## config.mk

```make
export PLATFORM = sky130hd
export DESIGN_NAME = hyperbus_wb_bridge
export DESIGN_NICKNAME = d
export VERILOG_FILES = /design/src/rtl/hyperbus_wb_bridge_pkg.sv /design/src/rtl/hyperbus_byte_merge.sv /design/src/rtl/hyperbus_wb_bridge.sv
export SDC_FILE = /design/constraint.sdc
export NUM_CORES = 1
export LEC_CHECK = 0
export BUFFER_PORTS_ARGS = -buffer_cell sky130_fd_sc_hd__buf_2
export CORE_ASPECT_RATIO = 1.4
export CORE_UTILIZATION = 45
export DETAILED_ROUTE_END_ITERATION = 12
export PLACE_DENSITY_LB_ADDON = 0.25
export SLEW_MARGIN = 20
export SYNTH_ARGS = -nofsm -noshare
export SYNTH_HDL_FRONTEND = slang
export SYNTH_SLANG_ARGS = --single-unit
```

## constraint.sdc

```tcl
create_clock -name clk -period 3.3 [get_ports clk]
set_input_delay 0.165 -clock clk [delete_from_list [all_inputs] [get_ports clk]]
set_output_delay 0.165 -clock clk [all_outputs]
set_load 0.03 [all_outputs]
```

## src/rtl/hyperbus_wb_bridge_pkg.sv

```systemverilog
// Shared types and constants for the Wishbone-to-hyperbus FIFO bridge.
package hyperbus_wb_bridge_pkg;

    // Byte address to hyperbus 16-bit word address.
    localparam int ADDR_SHIFT = 1;
    localparam int DISC_W     = 2;

    typedef enum logic [4:0] {
        IDLE     = 5'b00001,
        RD_WAIT  = 5'b00010,
        RMW_WAIT = 5'b00100,
        WR_WAIT  = 5'b01000,
        ACK      = 5'b10000
    } state_e;

endpackage

```

## src/rtl/hyperbus_byte_merge.sv

```systemverilog
// Byte-lane merge: lanes with sel set take new data, the rest keep old data.
module hyperbus_byte_merge #(
    parameter int DATA_WIDTH = 32
) (
    input  logic [DATA_WIDTH/8-1:0] sel_i,
    input  logic [DATA_WIDTH-1:0]   new_i,
    input  logic [DATA_WIDTH-1:0]   old_i,
    output logic [DATA_WIDTH-1:0]   merged_o
);

    always_comb begin
        merged_o = old_i;
        for (int unsigned i = 0; i < DATA_WIDTH/8; i++) begin
            if (sel_i[i]) merged_o[8*i +: 8] = new_i[8*i +: 8];
        end
    end

endmodule

```

## src/rtl/hyperbus_wb_bridge.sv

```systemverilog
// Wishbone B4 classic slave driving the hyperbus FIFO command/data path,
// with read-modify-write for sub-word writes, wait timeout and stale-read discard.
module hyperbus_wb_bridge
    import hyperbus_wb_bridge_pkg::*;
#(
    parameter int ADDR_WIDTH     = 32,
    parameter int DATA_WIDTH     = 32,
    parameter int TIMEOUT_CYCLES = 1024
) (
    input  logic                    clk,
    input  logic                    rst,
    input  logic [ADDR_WIDTH-1:0]   wb_adr_i,
    input  logic [DATA_WIDTH-1:0]   wb_dat_i,
    input  logic [DATA_WIDTH/8-1:0] wb_sel_i,
    input  logic                    wb_we_i,
    input  logic                    wb_cyc_i,
    input  logic                    wb_stb_i,
    output logic [DATA_WIDTH-1:0]   wb_dat_o,
    output logic                    wb_ack_o,
    output logic                    wb_err_o,
    output logic                    fifo_rrq,
    output logic                    fifo_wrq,
    output logic [ADDR_WIDTH-1:0]   fifo_adr_o,
    output logic [DATA_WIDTH-1:0]   fifo_tx_dat_o,
    input  logic                    fifo_tx_ready,
    input  logic [DATA_WIDTH-1:0]   fifo_rx_dat_i,
    input  logic                    fifo_rx_valid
);

    localparam int          TW   = (TIMEOUT_CYCLES > 1) ? $clog2(TIMEOUT_CYCLES + 1) : 1;
    localparam int unsigned TLIM = (TIMEOUT_CYCLES > 0) ? TIMEOUT_CYCLES - 1 : 0;

    state_e                  state_q, state_d;
    logic [TW-1:0]           tcnt_q, tcnt_d;
    logic [DISC_W-1:0]       disc_q, disc_d;
    logic [ADDR_WIDTH-1:0]   adr_q, adr_d;
    logic [DATA_WIDTH-1:0]   wdat_q, wdat_d;
    logic [DATA_WIDTH-1:0]   rdat_q, rdat_d;
    logic                    rrq_q, rrq_d, wrq_q, wrq_d;
    logic                    ack_q, ack_d, err_q, err_d;
    logic [DATA_WIDTH-1:0]   merged;
    logic [ADDR_WIDTH-1:0]   word_adr;
    logic                    req, timeout_hit, drop_read;

    hyperbus_byte_merge #(.DATA_WIDTH(DATA_WIDTH)) u_merge (
        .sel_i    (wb_sel_i),
        .new_i    (wb_dat_i),
        .old_i    (fifo_rx_dat_i),
        .merged_o (merged)
    );

    always_comb begin
        word_adr    = wb_adr_i >> ADDR_SHIFT;
        word_adr[0] = 1'b0;
    end

    assign req         = wb_cyc_i & wb_stb_i;
    assign timeout_hit = (TIMEOUT_CYCLES != 0) && (tcnt_q == TW'(TLIM));

    // Timeouts route through ACK (with err) so IDLE never re-samples a held strobe.
    always_comb begin
        state_d   = state_q;
        tcnt_d    = tcnt_q;
        disc_d    = disc_q;
        adr_d     = adr_q;
        wdat_d    = wdat_q;
        rdat_d    = rdat_q;
        rrq_d     = 1'b0;
        wrq_d     = 1'b0;
        ack_d     = 1'b0;
        err_d     = 1'b0;
        drop_read = 1'b0;

        unique case (state_q)
            IDLE: begin
                if (req) begin
                    if (!wb_we_i) begin
                        if (disc_q == '0) begin
                            adr_d   = word_adr;
                            rrq_d   = 1'b1;
                            tcnt_d  = '0;
                            state_d = RD_WAIT;
                        end
                    end else if (wb_sel_i == '1) begin
                        adr_d   = word_adr;
                        wdat_d  = wb_dat_i;
                        tcnt_d  = '0;
                        state_d = WR_WAIT;
                    end else if (wb_sel_i == '0) begin
                        ack_d   = 1'b1;
                        state_d = ACK;
                    end else if (disc_q == '0) begin
                        adr_d   = word_adr;
                        rrq_d   = 1'b1;
                        tcnt_d  = '0;
                        state_d = RMW_WAIT;
                    end
                end
            end
            RD_WAIT: begin
                if (fifo_rx_valid) begin
                    if (wb_cyc_i) begin
                        rdat_d  = fifo_rx_dat_i;
                        ack_d   = 1'b1;
                        state_d = ACK;
                    end else begin
                        state_d = IDLE;
                    end
                end else if (!wb_cyc_i) begin
                    drop_read = 1'b1;
                    state_d   = IDLE;
                end else if (timeout_hit) begin
                    drop_read = 1'b1;
                    err_d     = 1'b1;
                    state_d   = ACK;
                end else begin
                    tcnt_d = tcnt_q + 1'b1;
                end
            end
            RMW_WAIT: begin
                if (fifo_rx_valid) begin
                    if (wb_cyc_i) begin
                        wdat_d  = merged;
                        tcnt_d  = '0;
                        state_d = WR_WAIT;
                    end else begin
                        state_d = IDLE;
                    end
                end else if (!wb_cyc_i) begin
                    drop_read = 1'b1;
                    state_d   = IDLE;
                end else if (timeout_hit) begin
                    drop_read = 1'b1;
                    err_d     = 1'b1;
                    state_d   = ACK;
                end else begin
                    tcnt_d = tcnt_q + 1'b1;
                end
            end
            WR_WAIT: begin
                if (!wb_cyc_i) begin
                    state_d = IDLE;
                end else if (fifo_tx_ready) begin
                    wrq_d   = 1'b1;
                    ack_d   = 1'b1;
                    state_d = ACK;
                end else if (timeout_hit) begin
                    err_d   = 1'b1;
                    state_d = ACK;
                end else begin
                    tcnt_d = tcnt_q + 1'b1;
                end
            end
            ACK:     state_d = IDLE;
            default: state_d = IDLE;
        endcase

        // Wait states are only entered with disc_q == 0, so increment and decrement never collide.
        if (drop_read) begin
            if (disc_q != '1) disc_d = disc_q + 1'b1;
        end else if (fifo_rx_valid && (disc_q != '0)) begin
            disc_d = disc_q - 1'b1;
        end
    end

    always_ff @(posedge clk or posedge rst) begin
        if (rst) begin
            state_q <= IDLE;
            tcnt_q  <= '0;
            disc_q  <= '0;
            adr_q   <= '0;
            wdat_q  <= '0;
            rdat_q  <= '0;
            rrq_q   <= 1'b0;
            wrq_q   <= 1'b0;
            ack_q   <= 1'b0;
            err_q   <= 1'b0;
        end else begin
            state_q <= state_d;
            tcnt_q  <= tcnt_d;
            disc_q  <= disc_d;
            adr_q   <= adr_d;
            wdat_q  <= wdat_d;
            rdat_q  <= rdat_d;
            rrq_q   <= rrq_d;
            wrq_q   <= wrq_d;
            ack_q   <= ack_d;
            err_q   <= err_d;
        end
    end

    assign wb_dat_o      = rdat_q;
    assign wb_ack_o      = ack_q;
    assign wb_err_o      = err_q;
    assign fifo_rrq      = rrq_q;
    assign fifo_wrq      = wrq_q;
    assign fifo_adr_o    = adr_q;
    assign fifo_tx_dat_o = wdat_q;

endmodule

```

==> metrics <==
Final period util=0.773; hpwl dp=9.93 mm; max-slew violation count=0; setup bufs post-CTS=0; post-layout min period=2.55 ns; maximum number of buffers from clock root to sink=2; synthesis-stage register bit count=118; CTS Root Buffer Type=sky130_fd_sc_hd__clkbuf_16; number of clock sinks=118; clock slew at reported path FFs=0.06 ns; starting density of the core=0.463; Post-synth ARST share=1.00; placed cell areas=0.00665 mm^2; Peak VDD IR=626 uV; growth of design area from synthesis to finish=43.3%; startpoint type of the worst setup path=register; data arrival time of the worst path=2.83 ns; first drt pass iteration count=4; Psw=2.52 mW; final routed wire length divided by cell count=17.5 um; count of final hold-check violations=0; number of different library cells in the post-synthesis netlist=59; cell count after synthesis=427; outcome=finished, final reports clean; first-pass GRT wire length=24.8 mm; critical path type=reg -> reg; Final setup viols=0; Post-Route Setup TNS=0 ns; RSZ-0062 raised after global routing=false; overall track demand over capacity in global routing=0.255; die height=133 um; path type of the worst min-delay path=in -> reg; final instance count without filler cells=854; post-route clock skew=0.0102 ns; tightest hold margin=0.0113 ns; diodes inserted=0; Max-Cap Viols=0; share of post-route cells with drive strength above 1=0.412; power per cell area=835 mW/mm^2; CTS H-Tree Depth=4; TritonCTS buffer count=17; width of the die=95.2 um; Gate power share=0.366; worst-case headroom to the max-slew limit=0.474; post-DR vias/cell=5.34; Most used DFF post-synth=sky130_fd_sc_hd__dfrtp_1; design internal power=4.03 mW; post_cts resized=0; worst path required time=3.58 ns; CTS tree=built; # DRC=0; number of enable-type register cells in the synthesized netlist=0; syn_area_per_cell=12.8 um^2; # IOs=207; first-iteration detailed-routing DRC count=227; sequential fraction of the synthesis area=0.540; via count of the first global-routing pass=5054; gr ovfl total=0; row count=47; number of buffers added to fix hold violations after cts=57; Worst Tran Pin Value=0.788 ns; die area=0.0126 mm^2; Non-Filler Cell Area, Final=0.00785 mm^2; pin count of the biggest net entering global routing=66; final estimated routing congestion in global placement=0.862; Clock Power Share=0.297; static leakage power=3.94 nW; total detailed-routing wirelength=14.9 mm; initial antenna violation count=0; fraction of power spent switching nets=0.385; maximum operating frequency=392 MHz; core region area=0.0118 mm^2; share of power burned in registers=0.337; endpoint kind of the worst setup timing path=register; syn nets=535; count of input and output buffers=204; # nets final=802; post-synthesis cell area=0.00547 mm^2; yosys synthesis warning count=0; number of nets with antenna violations after detailed routing=0; clock insertion delay at the later pin of the skew report=0.40 ns; crit-path max FO=17; number of cells in the design after placement=765; via count=4564
-- layer usage --
layer | GRT usage | vias up | wire [um]
met3 | 0.0736 | 44 | 780
met2 | 0.436 | 171 | 8140
met5 | 0 | - | 0
met1 | 0.281 | 2241 | 5400
met4 | 0.133 | 0 | 607
li1 | - | 2108 | -
-- area by class of cell --
cell class	count	area [um^2]
fillers	868	3980
flip-flops and latches	118	2950
multi-input cells	275	2390
repair buffers	267	1640
clock buffers	21	450
well taps	147	184
clock inverters	11	174
inverters	15	58.8
-- power by group through the flow --
| stage | sequential (mW) | combinational (mW) | clock (mW) |
|---|---|---|---|
| CTS | 2.20 | 2.40 | 1.98 |
| finish | 2.21 | 2.40 | 1.95 |
| floorplan | 3.10 | 0.692 | 0 |
| detailed placement | 2.22 | 2.33 | 0 |
| global route | 2.27 | 2.53 | 2.05 |
| global placement | 2.18 | 2.30 | 0 |
-- cell usage after synthesis (2+ instances only) --
master	instances	area [um^2]
sky130_fd_sc_hd__or3_1	2	12.5
sky130_fd_sc_hd__inv_1	15	56.3
sky130_fd_sc_hd__nand4_1	3	18.8
sky130_fd_sc_hd__a21o_1	5	37.5
sky130_fd_sc_hd__or3b_1	2	17.5
sky130_fd_sc_hd__nand3_1	9	45.0
sky130_fd_sc_hd__o211ai_1	2	15.0
sky130_fd_sc_hd__a31oi_1	6	37.5
sky130_fd_sc_hd__o21ai_1	4	20.0
sky130_fd_sc_hd__nand2_1	10	37.5
sky130_fd_sc_hd__o221ai_1	2	17.5
sky130_fd_sc_hd__o31ai_1	2	15.0
sky130_fd_sc_hd__dfrtp_1	117	2930
sky130_fd_sc_hd__buf_2	15	75.1
sky130_fd_sc_hd__nand3b_1	2	15.0
sky130_fd_sc_hd__a21oi_1	17	85.1
sky130_fd_sc_hd__nor2b_1	3	18.8
sky130_fd_sc_hd__and2_1	3	18.8
sky130_fd_sc_hd__and4_1	3	26.3
sky130_fd_sc_hd__clkbuf_1	4	15.0
sky130_fd_sc_hd__o21ai_0	7	35.0
sky130_fd_sc_hd__mux2_2	42	473
sky130_fd_sc_hd__nor3_1	6	30.0
sky130_fd_sc_hd__nand2b_1	3	18.8
sky130_fd_sc_hd__a41o_1	2	20.0
sky130_fd_sc_hd__o22ai_1	2	12.5
sky130_fd_sc_hd__nor3b_1	2	15.0
sky130_fd_sc_hd__or4_1	2	15.0
sky130_fd_sc_hd__and3_1	4	25.0
sky130_fd_sc_hd__o21ai_2	2	17.5
sky130_fd_sc_hd__mux2_1	84	946
sky130_fd_sc_hd__nor2_1	16	60.1
sky130_fd_sc_hd__a211o_1	2	17.5
sky130_fd_sc_hd__nor3_2	2	20.0
-- cell families after synthesis --
group | after synthesis | share of synthesized area
mux | 126 | 0.259
buf+inv | 34 | 0.0267
fa+ha+maj | 1 | 0.00229
simple gates | 77 | 0.0827
xor+xnor | 2 | 0.00320
flops | 118 | 0.540
compound gates | 69 | 0.0862
-- state kept, by name, summed over array words and instances, names as in the netlist --
| signal | cells |
|---|---|
| tcnt_q | 11 |
| wb_dat_o | 32 |
| wb_err_o | 1 |
| fifo_wrq | 1 |
| wb_ack_o | 1 |
| disc_q | 2 |
| state_q | 5 |
| fifo_tx_dat_o | 32 |
| fifo_adr_o | 32 |
| fifo_rrq | 1 |
-- critical path, stage by stage (launching register included) --
cell and delay (ns):
sky130_fd_sc_hd__dfrtp_1 0.56, sky130_fd_sc_hd__nor3_2 0.33, sky130_fd_sc_hd__nand2_1 0.21, sky130_fd_sc_hd__nor2_1 0.63, sky130_fd_sc_hd__mux2_2 0.41, sky130_fd_sc_hd__mux2_1 0.28
-- final timing paths --
path                              startpoint  depth (start not counted)  slack (ns)                end
worst min register to register  wb_dat_o[26]                          1        0.48       wb_dat_o[26]
max in group asynchronous                rst                          4        1.91  fifo_tx_dat_o[27]
worst min-delay path            wb_adr_i[30]                          2        0.01     fifo_adr_o[29]
worst max-delay path              state_q[3]                          5        0.75  fifo_tx_dat_o[13]
worst max register to register    state_q[3]                          5        0.75  fifo_tx_dat_o[13]
min in group asynchronous                rst                          3        0.50       wb_dat_o[16]
-- through the flow --
stage,power (mW),utilization,setup WS [ns]
finish,6.55,0.664,0.750
detailed placement,4.55,0.563,0.730
global route,6.85,0.664,0.556
global placement,4.48,0.563,0.810
CTS,6.58,0.664,0.715
floorplan,3.79,-,0.00754
-- layout by cell type, fill, tap and decap left out, types with 7 or more instances in the layout --
cell and count:
sky130_fd_sc_hd__a21oi_1 17, sky130_fd_sc_hd__buf_2 204, sky130_fd_sc_hd__clkbuf_16 17, sky130_fd_sc_hd__dfrtp_1 117
sky130_fd_sc_hd__dlygate4sd3_1 57, sky130_fd_sc_hd__inv_1 14, sky130_fd_sc_hd__mux2_1 84, sky130_fd_sc_hd__mux2_2 42
sky130_fd_sc_hd__nand2_1 10, sky130_fd_sc_hd__nand3_1 9, sky130_fd_sc_hd__nor2_1 16, sky130_fd_sc_hd__o21ai_0 7
(Power assumes the default switching activity.)
